## src/rtl/a2d_scan_intf.sv

```systemverilog
// Round-robin A/D scanner: drives an SPI A/D converter through NUM_CH mapped channels,
// optionally averaging 2^AVG_LOG2 samples per slot, started by nxt or a free-running interval timer.
module a2d_scan_intf #(
   parameter int unsigned             NUM_CH   = 4,
   parameter logic [NUM_CH*3-1:0]     CH_MAP   = {3'd6, 3'd5, 3'd4, 3'd0},
   parameter int unsigned             AVG_LOG2 = 0,
   parameter int unsigned             INTERVAL = 50000,
   localparam int unsigned            SLOT_W   = (NUM_CH > 1) ? $clog2(NUM_CH) : 1
) (
   input  logic                   clk,
   input  logic                   rst_n,
   input  logic                   nxt,
   input  logic                   auto_en,
   output logic [NUM_CH*12-1:0]   result,
   output logic [NUM_CH-1:0]      valid,
   output logic                   busy,
   output logic                   cnv_done,
   output logic [SLOT_W-1:0]      cnv_slot,
   input  logic                   MISO,
   output logic                   SCLK,
   output logic                   MOSI,
   output logic                   SS_n
);

   localparam int unsigned   ACC_W   = 12 + AVG_LOG2;
   localparam int unsigned   CNT_W   = (AVG_LOG2 > 0) ? AVG_LOG2 : 1;
   localparam int unsigned   TMR_W   = $clog2(INTERVAL);
   localparam logic [CNT_W-1:0] N_LAST  = CNT_W'((1 << AVG_LOG2) - 1);
   localparam logic [TMR_W-1:0] TMR_RLD = TMR_W'(INTERVAL - 1);

   typedef enum logic [2:0] {IDLE, CMD, GAP, READ, REPT} state_t;

   state_t                 r_state, w_nxt_state;
   logic [SLOT_W-1:0]      r_slot;
   logic [CNT_W-1:0]       r_cnt;
   logic [ACC_W-1:0]       r_acc;
   logic [TMR_W-1:0]       r_tmr;
   logic [NUM_CH*12-1:0]   r_result;
   logic [NUM_CH-1:0]      r_valid;
   logic                   r_upd;
   logic                   r_cnv_done;
   logic [SLOT_W-1:0]      r_cnv_slot;

   logic [4:0]             r_div;
   logic [4:0]             r_bitcnt;
   logic [15:0]            r_shft;
   logic                   r_miso;
   logic                   r_xfer;
   logic                   r_ss_n;
   logic                   r_done;

   logic                   w_tick;
   logic                   w_start;
   logic                   w_wrt;
   logic                   w_upd_set;
   logic                   w_last;
   logic [2:0]             w_ch;
   logic [15:0]            w_wt_data;
   logic [ACC_W-1:0]       w_sum;
   logic [11:0]            w_avg;

   assign w_tick    = auto_en && (r_tmr == '0);
   assign w_start   = (r_state == IDLE) && !r_upd && (nxt || w_tick);
   assign w_last    = (r_cnt == N_LAST);
   assign w_wt_data = {2'b00, w_ch, 11'h000};
   assign w_sum     = r_acc + ACC_W'(r_shft[11:0]);
   assign w_avg     = r_acc[AVG_LOG2 +: 12];

   always_comb begin
      w_ch = 3'd0;
      for (int i = 0; i < NUM_CH; i++) begin
         if (r_slot == SLOT_W'(i)) w_ch = CH_MAP[3*i +: 3];
      end
   end

   always_ff @(posedge clk or negedge rst_n) begin
      if (!rst_n) r_state <= IDLE;
      else        r_state <= w_nxt_state;
   end

   always_comb begin
      w_nxt_state = r_state;
      w_wrt       = 1'b0;
      w_upd_set   = 1'b0;
      case (r_state)
         IDLE: begin
            if (w_start) begin
               w_wrt       = 1'b1;
               w_nxt_state = CMD;
            end
         end
         CMD:  if (r_done) w_nxt_state = GAP;
         GAP: begin
            w_wrt       = 1'b1;
            w_nxt_state = READ;
         end
         READ: begin
            if (r_done) begin
               if (w_last) begin
                  w_upd_set   = 1'b1;
                  w_nxt_state = IDLE;
               end else begin
                  w_nxt_state = REPT;
               end
            end
         end
         REPT: begin
            w_wrt       = 1'b1;
            w_nxt_state = CMD;
         end
         default: w_nxt_state = IDLE;
      endcase
   end

   // Accumulate on each read; the upd cycle commits the average and advances the slot.
   always_ff @(posedge clk or negedge rst_n) begin
      if (!rst_n) begin
         r_slot     <= '0;
         r_cnt      <= '0;
         r_acc      <= '0;
         r_tmr      <= '0;
         r_result   <= '0;
         r_valid    <= '0;
         r_upd      <= 1'b0;
         r_cnv_done <= 1'b0;
         r_cnv_slot <= '0;
      end else begin
         if (!auto_en)          r_tmr <= TMR_RLD;
         else if (r_tmr == '0)  r_tmr <= TMR_RLD;
         else                   r_tmr <= r_tmr - TMR_W'(1);

         r_upd      <= w_upd_set;
         r_cnv_done <= r_upd;

         if ((r_state == READ) && r_done) begin
            r_acc <= w_sum;
            if (!w_last) r_cnt <= r_cnt + CNT_W'(1);
         end

         if (r_upd) begin
            for (int i = 0; i < NUM_CH; i++) begin
               if (r_slot == SLOT_W'(i)) begin
                  r_result[12*i +: 12] <= w_avg;
                  r_valid[i]           <= 1'b1;
               end
            end
            r_acc      <= '0;
            r_cnt      <= '0;
            r_cnv_slot <= r_slot;
            if (r_slot == SLOT_W'(NUM_CH - 1)) r_slot <= '0;
            else                               r_slot <= r_slot + SLOT_W'(1);
         end
      end
   end

   // SPI master: SCLK = clk/32, idles high; MISO sampled on SCLK rise, MOSI shifted on fall.
   always_ff @(posedge clk or negedge rst_n) begin
      if (!rst_n) begin
         r_xfer   <= 1'b0;
         r_ss_n   <= 1'b1;
         r_done   <= 1'b0;
         r_div    <= 5'h10;
         r_bitcnt <= 5'd0;
         r_shft   <= 16'h0000;
         r_miso   <= 1'b0;
      end else begin
         r_done <= 1'b0;
         if (w_wrt) begin
            r_xfer   <= 1'b1;
            r_ss_n   <= 1'b0;
            r_div    <= 5'h00;
            r_bitcnt <= 5'd0;
            r_shft   <= w_wt_data;
         end else if (r_xfer) begin
            if ((r_bitcnt == 5'd16) && (r_div == 5'h1E)) begin
               r_xfer <= 1'b0;
               r_ss_n <= 1'b1;
               r_done <= 1'b1;
               r_div  <= 5'h10;
               r_shft <= {r_shft[14:0], r_miso};
            end else begin
               r_div <= r_div + 5'd1;
               if (r_div == 5'h0F) begin
                  r_miso   <= MISO;
                  r_bitcnt <= r_bitcnt + 5'd1;
               end
               if (r_div == 5'h1F) r_shft <= {r_shft[14:0], r_miso};
            end
         end
      end
   end

   assign SCLK     = r_div[4];
   assign MOSI     = r_shft[15];
   assign SS_n     = r_ss_n;
   assign result   = r_result;
   assign valid    = r_valid;
   assign busy     = (r_state != IDLE) || r_upd;
   assign cnv_done = r_cnv_done;
   assign cnv_slot = r_cnv_slot;

endmodule
```

## config.mk

```make
export PLATFORM = sky130hd
export DESIGN_NAME = a2d_scan_intf
export DESIGN_NICKNAME = d
export VERILOG_FILES = /design/src/rtl/a2d_scan_intf.sv
export SDC_FILE = /design/constraint.sdc
export NUM_CORES = 1
export LEC_CHECK = 0
export ABC_AREA = 1
export CAP_MARGIN = 0
export CORE_MARGIN = 1
export CORE_UTILIZATION = 40
export CTS_BUF_LIST = sky130_fd_sc_hd__clkbuf_16
export CTS_CLUSTER_SIZE = 16
export DETAILED_ROUTE_END_ITERATION = 10
export GPL_TIMING_DRIVEN = 0
export PLACE_DENSITY_LB_ADDON = 0.08
export SLEW_MARGIN = 20
export SYNTH_ARGS = -nofsm -noshare
export SYNTH_HDL_FRONTEND = slang
export SYNTH_SLANG_ARGS = --single-unit
```

## constraint.sdc

```tcl
create_clock -name clk -period 1.7 [get_ports clk]
set_clock_uncertainty 0.1 [all_clocks]
set_input_delay 0.255 -clock clk [delete_from_list [all_inputs] [get_ports clk]]
set_output_delay 0.255 -clock clk [all_outputs]
set_load 0.02 [all_outputs]
```

Word level (Yosys, flattened, before mapping)
Index checks and enable logic that the tools add are counted.

Memories kept: 0. Bits in read-only memories: 0. Memory bits (writable): 0. Flip-flop bits (word level): 120. Latch bits: 0. Input bits: 5.

Bitwise gates (word level): 2. Muxes and demuxes: 41. Reductions and logical operators: 27. $lt $le $gt $ge: 0. Div/mod/pow operators: 0. Shift-type cells: 0. $mul: 0. $add $sub $neg: 6. Equality and inequality tests: 15.

Operators by type and width (number): $mux 16 (6); $mux 5 (7); $mux 12 (2); $mux 3 (7); $logic_not 16->1 (1); $mux 1 (16); $sub 16x1->16 const B (1); $eq 5x5->1 const B (3); $pmux 3 s5 (1); $add 12x12->12 (1); $reduce_and 2->1 (6); $add 5x1->5 const B (2); $ne 2x2->1 const B (4); $reduce_bool 2->1 (4); $eq 3x2->1 const B (2); $reduce_and 3->1 (2); $reduce_bool 3->1 (2); $eq 5x4->1 const B (1); $logic_and 1x1->1 (5); $eq 2x2->1 const B (2); $reduce_and 4->1 (1); $eq 3x1->1 const B (1); $eq 3x3->1 const B (1); $logic_not 3->1 (1); other kinds (10) (12).

Logic depth before layout (Yosys ltp)
Gate-level depths: netlist of the first run.

Depth after elaboration: 8. Mapped depth: 13. Depth with buffers taken out: 12.

Worst setup path before layout of the first run
No wires, ideal clock.

Path type: reg2reg. Start: register r_shft[2]. End: register r_acc[9]. Data required time: 1.483 ns. Cell stages (with the launch flop): 10. Setup slack: -0.045 ns. Library setup time: 0.117 ns. Path buffers: 0. Arrival: 1.527 ns. Cell sequence: dfrtp_1 ha_1 nand3_1 nand2_1 inv_1 o21ai_0 nand2_1 a21o_1 nand3_1 nand2_1.

Cells in the longest elaborated chain, start to end: 3.

RTL lines: start: declaration (RTL line 46) `logic [15:0] r_shft;`; start signal: assignment (RTL line 173) `r_shft <= w_wt_data;`; start signal: assignment (RTL line 180) `r_shft <= {r_shft[14:0], r_miso};`; start signal: assignment (RTL line 187) `if (r_div == 5'h1F) r_shft <= {r_shft[14:0], r_miso};`; $add 12x12->12 (RTL line 66) `assign w_sum = r_acc + ACC_W'(r_shft[11:0]);`; $mux 12 (RTL line 135) `if ((r_state == READ) && r_done) begin`; $mux 12 (RTL line 140) `if (r_upd) begin`; end signal: assignment (RTL line 136) `r_acc <= w_sum;`; end: declaration (RTL line 36) `logic [ACC_W-1:0] r_acc;`.

No other way between the ends. The select of a mux whose other input is x is not followed. A chain may end at the register's enable or synchronous reset.

Worst setup path in the final report of the first run
Start: register r_tmr[6]. End: register r_shft[4].

Cells in the longest elaborated chain, start to end: 8.

RTL lines: start: declaration (RTL line 37) `logic [TMR_W-1:0] r_tmr;`; start signal: assignment (RTL line 130) `else r_tmr <= r_tmr - TMR_W'(1);`; $logic_not 16->1 (*) (RTL line 62) `assign w_tick = auto_en && (r_tmr == '0);`; $logic_and 1x1->1 (*) (RTL line 62); $logic_or 1x1->1 (*) (RTL line 63) `assign w_start = (r_state == IDLE) && !r_upd && (nxt || w_tick);`; $logic_and 1x1->1 (*) (RTL line 63); $mux 1 (*) (RTL line 87) `if (w_start) begin`; $pmux 1 s2 (*) (RTL line 85) `case (r_state)`; $reduce_bool 3->1 (no source line) / $reduce_bool 2->1 (equally long branches); $reduce_and 2->1 (no source line).

Every way passes the cells marked *; elsewhere a longest branch is shown, timed or not.

==> results.yml, run 1 <==
clock_tree:
  clock_path_buffers: 2
  cts.htree.levels: 4
  cts.sinks: 118
  root_buffer: "clkbuf_16"
  clk_pin_slew_worst_paths_ps: 60
  cts_tree: "done"
  cts_buffers: 17
  insertion_delay_ps: 420
routing:
  drtIter0Drc: 240
  num_vias: 5029
  dr.pass1.iters: 4
  finalWirelength_um: 15000
  wl_per_cell_um: 14.71
  ant_nets: 0
  drc: 0
  drt-vias-per-instance: 4.930
setup_path:
  critical-path-top-delay-family: "simple AND/OR/NAND/NOR gates"
  regToRegStartpoint: "r_tmr[6]"
  cp_num_buf_inv: 2
  path_cells: "nor2_2 -> nand2_2 -> nor2_4 -> nand3_2 -> nand2_2 -> nand2_4 -> nand2_8 -> buf_12 -> nor2_8 -> buf_6 -> nand3_2 -> nand2_1"
  slowest_delay_ps: 410
  path_max_fanout: 6
  setup.worst_path.end_class: "flip-flop"
  cpMaxStageDelayCell: "dfrtp_1"
  arrival_ps: 2010
  worstPathRequired_ps: 1910
  reg2reg_to: "r_shft[4]"
  ff2ff_setup_slack_ps: -110
  worst_setup_path_start_kind: "flip-flop"
  path_class: "reg2reg"
  reg2reg_depth: 12
sta:
  hold_violations: 0
  finalWorstSetupSlack_ps: -105.4
  tns_ps: -1817
  fmax_ghz: 0.5539
  worst_hold_slack_ps: 279.4
  setup_violations: 29
  relSlewSlack: 0.6380
  finalMaxSlewViolations: 0
  rsz0062_at_grt: "yes"
  period_needed_ps: 1805
  fin_crit_sh: 1.062
  worst_slew_pin_slew_ps: 542.9
run_status:
  status: "finished with violations"
  violations: "setup timing"
grt:
  grt_max_degree: 63
  grt_pass1_vias: 4857
  grt_usage: 0.2095
  grt_overflow: 0
  grt_pass1_wl_um: 23970
  antenna_found_initial: 0
power_and_ir_drop:
  switchingPower_w: 0.002410
  clock_power_share: 0.418
  swShare: 0.2767
  p_int_w: 0.006299
  power_w: 0.008708
  powerDensity_nw_per_um2: 1037
  pwr-share-comb: 0.241
  power_frac_seq: 0.341
  vdd.ir_drop.worst_mv: 0.7652
  power.leakage_nw: 4.146
synth:
  synth-seq-cells: 118
  syn_inst: 668
  ys_warn_count: 0
  synth_edf_count: 0
  synthesis.area_um2: 5764
  synthFlopType: "dfrtp_1"
  synth-async-reset-ratio: 1.000
  synthDistinctLibCells: 41
  syn_nets: 702
  syn_avg_cell_area_um2: 8.629
  seq_area_frac_synth: 0.5127
finish:
  final_common_cell: "nand2_1"
  final_cell_mix: "nand2_1, dfrtp_1, buf_4, inv_1, o21ai_0"
  area_delta_synth_final_pct: 45.63
  fin_util: 0.6001
  drive_gt1_frac: 0.3071
  n_antenna_cell: 0
  finalNetCount: 862
floorplan:
  die_w_um: 122.0
  coreArea_um2: 13990
  start_util: 0.4121
  dieHeight_um: 122.0
  std_cell_rows: 43
  fp.dieArea_um2: 14900
  io_pins: 64
place:
  port-buffer-count: 63
  gp_congestion: 0.8372
  place_hpwl_um: 9582
min_path:
  hold_path.class: "in2async"
flow_run:
  timing.max_cap.violations: 0
-- power by group through the flow --
stage,Combinational [W],Sequential [W],Clock [W]
2_1_floorplan,0.000828,0.00300,0
3_3_place_gp,0.00111,0.00301,0
3_5_place_dp,0.00116,0.00301,0
4_1_cts,0.00186,0.00295,0.00369
5_1_grt,0.00226,0.00298,0.00383
6_report,0.00210,0.00297,0.00364
-- metal layers --
metal	GRT usage	part of all wire	up-vias	routed length (um)
met5	0	0	-	0
met4	0.07099	0.014	0	208
met3	0.05056	0.042	18	624
met2	0.3362	0.48	110	7209
met1	0.2759	0.46	2420	6958
li1	-	-	2481	-
-- area by class of cell --
| cell class | count | area (um2) |
|---|---|---|
| Inverter | 82 | 322.8 |
| Timing Repair Buffer | 141 | 1230 |
| Sequential cell | 118 | 2963 |
| Buffer | 15 | 125.1 |
| Clock inverter | 14 | 168.9 |
| Fill cell | 1216 | 5594 |
| Tap cell | 180 | 225.2 |
| Multi-Input combinational cell | 453 | 2934 |
| Clock buffer | 17 | 425.4 |
-- flip-flops by register name, summed over array words and instances, names as in the netlist --
register	flops
cnv_done	1
r_shft	16
r_miso	1
r_xfer	1
r_tmr	16
r_state	2
result	48
r_acc	12
valid	4
r_upd	1
r_done	1
cnv_slot	2
SS_n	1
r_div	5
r_slot	2
r_bitcnt	5
-- stage by stage --
step | instances | area, um2 | setup slack (ps)
after global placement | 911 | 6625 | -4381
after CTS | 990 | 7936 | -101.6
after floorplan | 668 | 5769 | 29.74
final | 1020 | 8394 | -105.4
after detailed placement | 912 | 6654 | -269.6
after global routing | 1020 | 8394 | -196.9
-- kinds of logic after synthesis --
logic type      count (synthesis)  synth area share
buf+inv                        97           0.07120
simple gates                  311            0.2409
fa+ha+maj                      29           0.06425
compound gates                100           0.09117
flops                         118            0.5127
xor+xnor                       13           0.01975
-- worst max-delay path by stage --
stage / to / from / slack, ps / cells after the start
floorplan: r_shft[15] / r_tmr[0] / 30 / 12
global placement: r_acc[7] / rst_n / -4380 / 1
detailed placement: r_acc[4] / r_state[1] / -270 / 7
CTS: r_shft[5] / r_tmr[0] / -100 / 13
global route: r_shft[7] / r_tmr[6] / -200 / 12
finish: r_shft[4] / r_tmr[6] / -110 / 12
-- worst register-to-register path, delay by kind of cell (launching register included) --
| family | cells | cell delay [ps] |
|---|---|---|
| and+or+nand+nor | 10 | 930 |
| DFF | 1 | 410 |
| buffers and inverters | 2 | 250 |
-- synthesized netlist by cell type (all sizes together) (6+ instances only) --
| cell type | n | area, um2 |
|---|---|---|
| a21oi | 18 | 90.09 |
| xor2 | 10 | 87.58 |
| nor2 | 62 | 279.0 |
| dfrtp | 116 | 2903 |
| clkbuf | 8 | 30.03 |
| ha | 28 | 350.3 |
| inv | 82 | 307.8 |
| o21ai | 71 | 355.3 |
| nand2 | 171 | 678.2 |
| nand3 | 61 | 322.8 |
| nor3 | 6 | 30.03 |
| buf | 7 | 72.57 |
-- repair_timing --
action | 4_1_cts | 5_1_grt
hold buffers | 1 | 0
hold endpoints to repair | 54 | 0
buffers inserted | 42 | 31
pin swaps | 56 | 42
gates resized for setup | 158 | 87
endpoints found under the setup margin | 113 | 94
cloned | 4 | 0
(Power assumes the default switching activity.)
==> run 2: changes to the inputs <==
--- a/config.mk
+++ b/config.mk
@@ -9,7 +9,8 @@
 export CAP_MARGIN = 0
 export CORE_MARGIN = 1
 export CORE_UTILIZATION = 40
-export CTS_BUF_LIST = sky130_fd_sc_hd__clkbuf_16
+export CTS_BUF_LIST = sky130_fd_sc_hd__clkbuf_4 sky130_fd_sc_hd__clkbuf_8
+export CTS_CLUSTER_DIAMETER = 60
 export CTS_CLUSTER_SIZE = 16
 export DETAILED_ROUTE_END_ITERATION = 10
 export GPL_TIMING_DRIVEN = 0
==> run 2 against run 1 <==
  * The run still ends with setup timing left
  * Global-route usage decreased by 0.23 points
  * Clock power decreased by 22%
  * Total power decreased by 10%
  * Utilization decreased by 1.7 points
  * Sequential share of layout area increased by 0.97 points
  * Final cell count decreased by 1.1%
  * Wire length decreased by 3.0%
  * Die area unchanged
  * Critical path depth decreased by 2
  * Worst setup slack improved by 38 ps
  * Count of clock-buffer cells in the layout increased by 5
  * Sequential cell count unchanged
  * Critical endpoint is now r_shft[6]
  * Largest power group is now registers
==> results.yml, run 2 (synthesis gave the netlist of run 1 again) <==
power_and_ir_drop:
  switchingPower_w: 0.002297
  power_frac_seq: 0.379
  clock_power_share: 0.362
  vdd.ir_drop.worst_mv: 0.5908
  p_int_w: 0.005510
  powerDensity_nw_per_um2: 957.2
  power.leakage_nw: 3.994
  swShare: 0.2942
  pwr-share-comb: 0.259
routing:
  drtIter0Drc: 332
  wl_per_cell_um: 14.42
  num_vias: 4937
  finalWirelength_um: 14550
  drc: 0
  dr.pass1.iters: 5
  drt-vias-per-instance: 4.893
  ant_nets: 0
place:
  dpl.cell_count: 912
  port-buffer-count: 63
  pre_cts_ws_ps: -269.6
  place_hpwl_um: 9582
  gp_congestion: 0.8372
  place_area_um2: 6654
sta:
  finalWorstSetupSlack_ps: -67.70
  fin_crit_sh: 1.040
  period_needed_ps: 1768
  hold_violations: 0
  fmax_ghz: 0.5657
  worst_slew_pin_slew_ps: 534.0
  finalMaxSlewViolations: 0
  rsz0062_at_grt: "yes"
  relSlewSlack: 0.6440
  tns_ps: -823.2
  setup_violations: 26
setup_path:
  slowest_delay_ps: 400
  regToRegStartpoint: "r_div[0]"
  path_cells: "inv_2 -> ha_1 -> inv_2 -> nor2_1 -> nand3b_1 -> buf_4 -> nand4_4 -> buf_6 -> nand3_1 -> nand2_1"
  setup.worst_path.end_class: "flip-flop"
  cp_num_buf_inv: 4
  cpMaxStageDelayCell: "dfrtp_1"
  path_class: "reg2reg"
  worstPathRequired_ps: 1930
  arrival_ps: 2000
  critical-path-top-delay-family: "simple AND/OR/NAND/NOR gates"
  worst_setup_path_start_kind: "flip-flop"
  path_max_fanout: 5
  critPathLaunch: "r_div[0]"
  path_common_cell: "inv_2"
clock_tree:
  root_buffer: "clkbuf_8"
  cts_tree: "done"
  insertion_delay_ps: 450
  cts.sinks: 118
  clock_path_buffers: 2
  clk_pin_slew_worst_paths_ps: 70
  cts.htree.levels: 4
  cts_buffers: 17
finish:
  fin_util: 0.5831
  largest_reg_flops: 48
  area_delta_synth_final_pct: 41.50
  fin_area_um2: 8157
  final_cells: 1009
  fillers: 1250
  final_cell_mix: "nand2_1, dfrtp_1, inv_1, o21ai_0, dlygate4sd2_1"
  finalNetCount: 851
  drive_gt1_frac: 0.3004
  final_common_cell: "nand2_1"
  n_antenna_cell: 0
floorplan:
  start_util: 0.4121
  io_pins: 64
  coreArea_um2: 13990
  std_cell_rows: 43
  dieHeight_um: 122.0
  fp.dieArea_um2: 14900
  die_w_um: 122.0
run_status:
  status: "finished with violations"
  violations: "setup timing"
grt:
  antenna_found_initial: 0
  grt_pass1_wl_um: 23610
  grt_pass1_vias: 4809
  grt_overflow: 0
  grt_max_degree: 63
  grt_usage: 0.2072
flow_run:
  timing.max_cap.violations: 0
min_path:
  hold_path.class: "in2async"
[run 2: area by class of cell]
class	count	area, um2	area share
plain buffers	15	128.9	0.01580
clock buffers	22	284.0	0.03482
clock inverters	9	150.1	0.01841
inverters	82	325.3	0.03988
multi-input cells	453	2933	0.3596
flip-flops and latches	118	2958	0.3626
well taps	180	225.2	0.02761
repair buffers	130	1152	0.1413
[run 2: power groups by stage]
stage | Clock [W] | Sequential [W] | Combinational [W]
finish | 0.00283 | 0.00296 | 0.00202
global route | 0.00301 | 0.00297 | 0.00219
CTS | 0.00287 | 0.00295 | 0.00176
detailed placement | 0 | 0.00301 | 0.00116
global placement | 0 | 0.00301 | 0.00111
floorplan | 0 | 0.00300 | 0.000828
[run 2: repair_timing]
action	in CTS	in global routing
setup endpoints to repair	113	100
hold buffers	1	0
endpoints found under the hold margin	54	0
pin swaps	52	55
resized for setup	164	87
buffers inserted	36	25
gates cloned	4	0
[run 2: per-stage QoR]
stage	hold slack (ps)	power, W
floorplan	-140.6	0.003824
global placement	264.1	0.004121
detailed placement	164.8	0.004169
CTS	256.6	0.007579
global route	267.5	0.008173
finish	241.0	0.007807
[run 2: per-layer routing]
metal / global-route usage / up-vias / wire length [um]
met5: 0 / - / 0
met4: 0.07870 / 0 / 221
met3: 0.04541 / 18 / 531
met2: 0.3284 / 75 / 6949
met1: 0.2760 / 2389 / 6852
li1: - / 2455 / -
[run 2: worst paths after layout]
path	to	slack, ps	depth (start not counted)
min	r_tmr[4]	240	2
min in group clk	r_miso	280	3
max in group asynchronous	r_shft[3]	550	3
max	r_shft[6]	-70	10
min reg2reg	cnv_done	330	0
max reg2reg	r_shft[6]	-70	10
[run 2: worst register-to-register path, cell delays in order, from the launching register on]
cell      delay [ps]
dfrtp_1          400
inv_2             60
ha_1             210
inv_2             80
nor2_1            50
nand3b_1         160
buf_4            160
nand4_4          150
buf_6            170
nand3_1           80
nand2_1           50
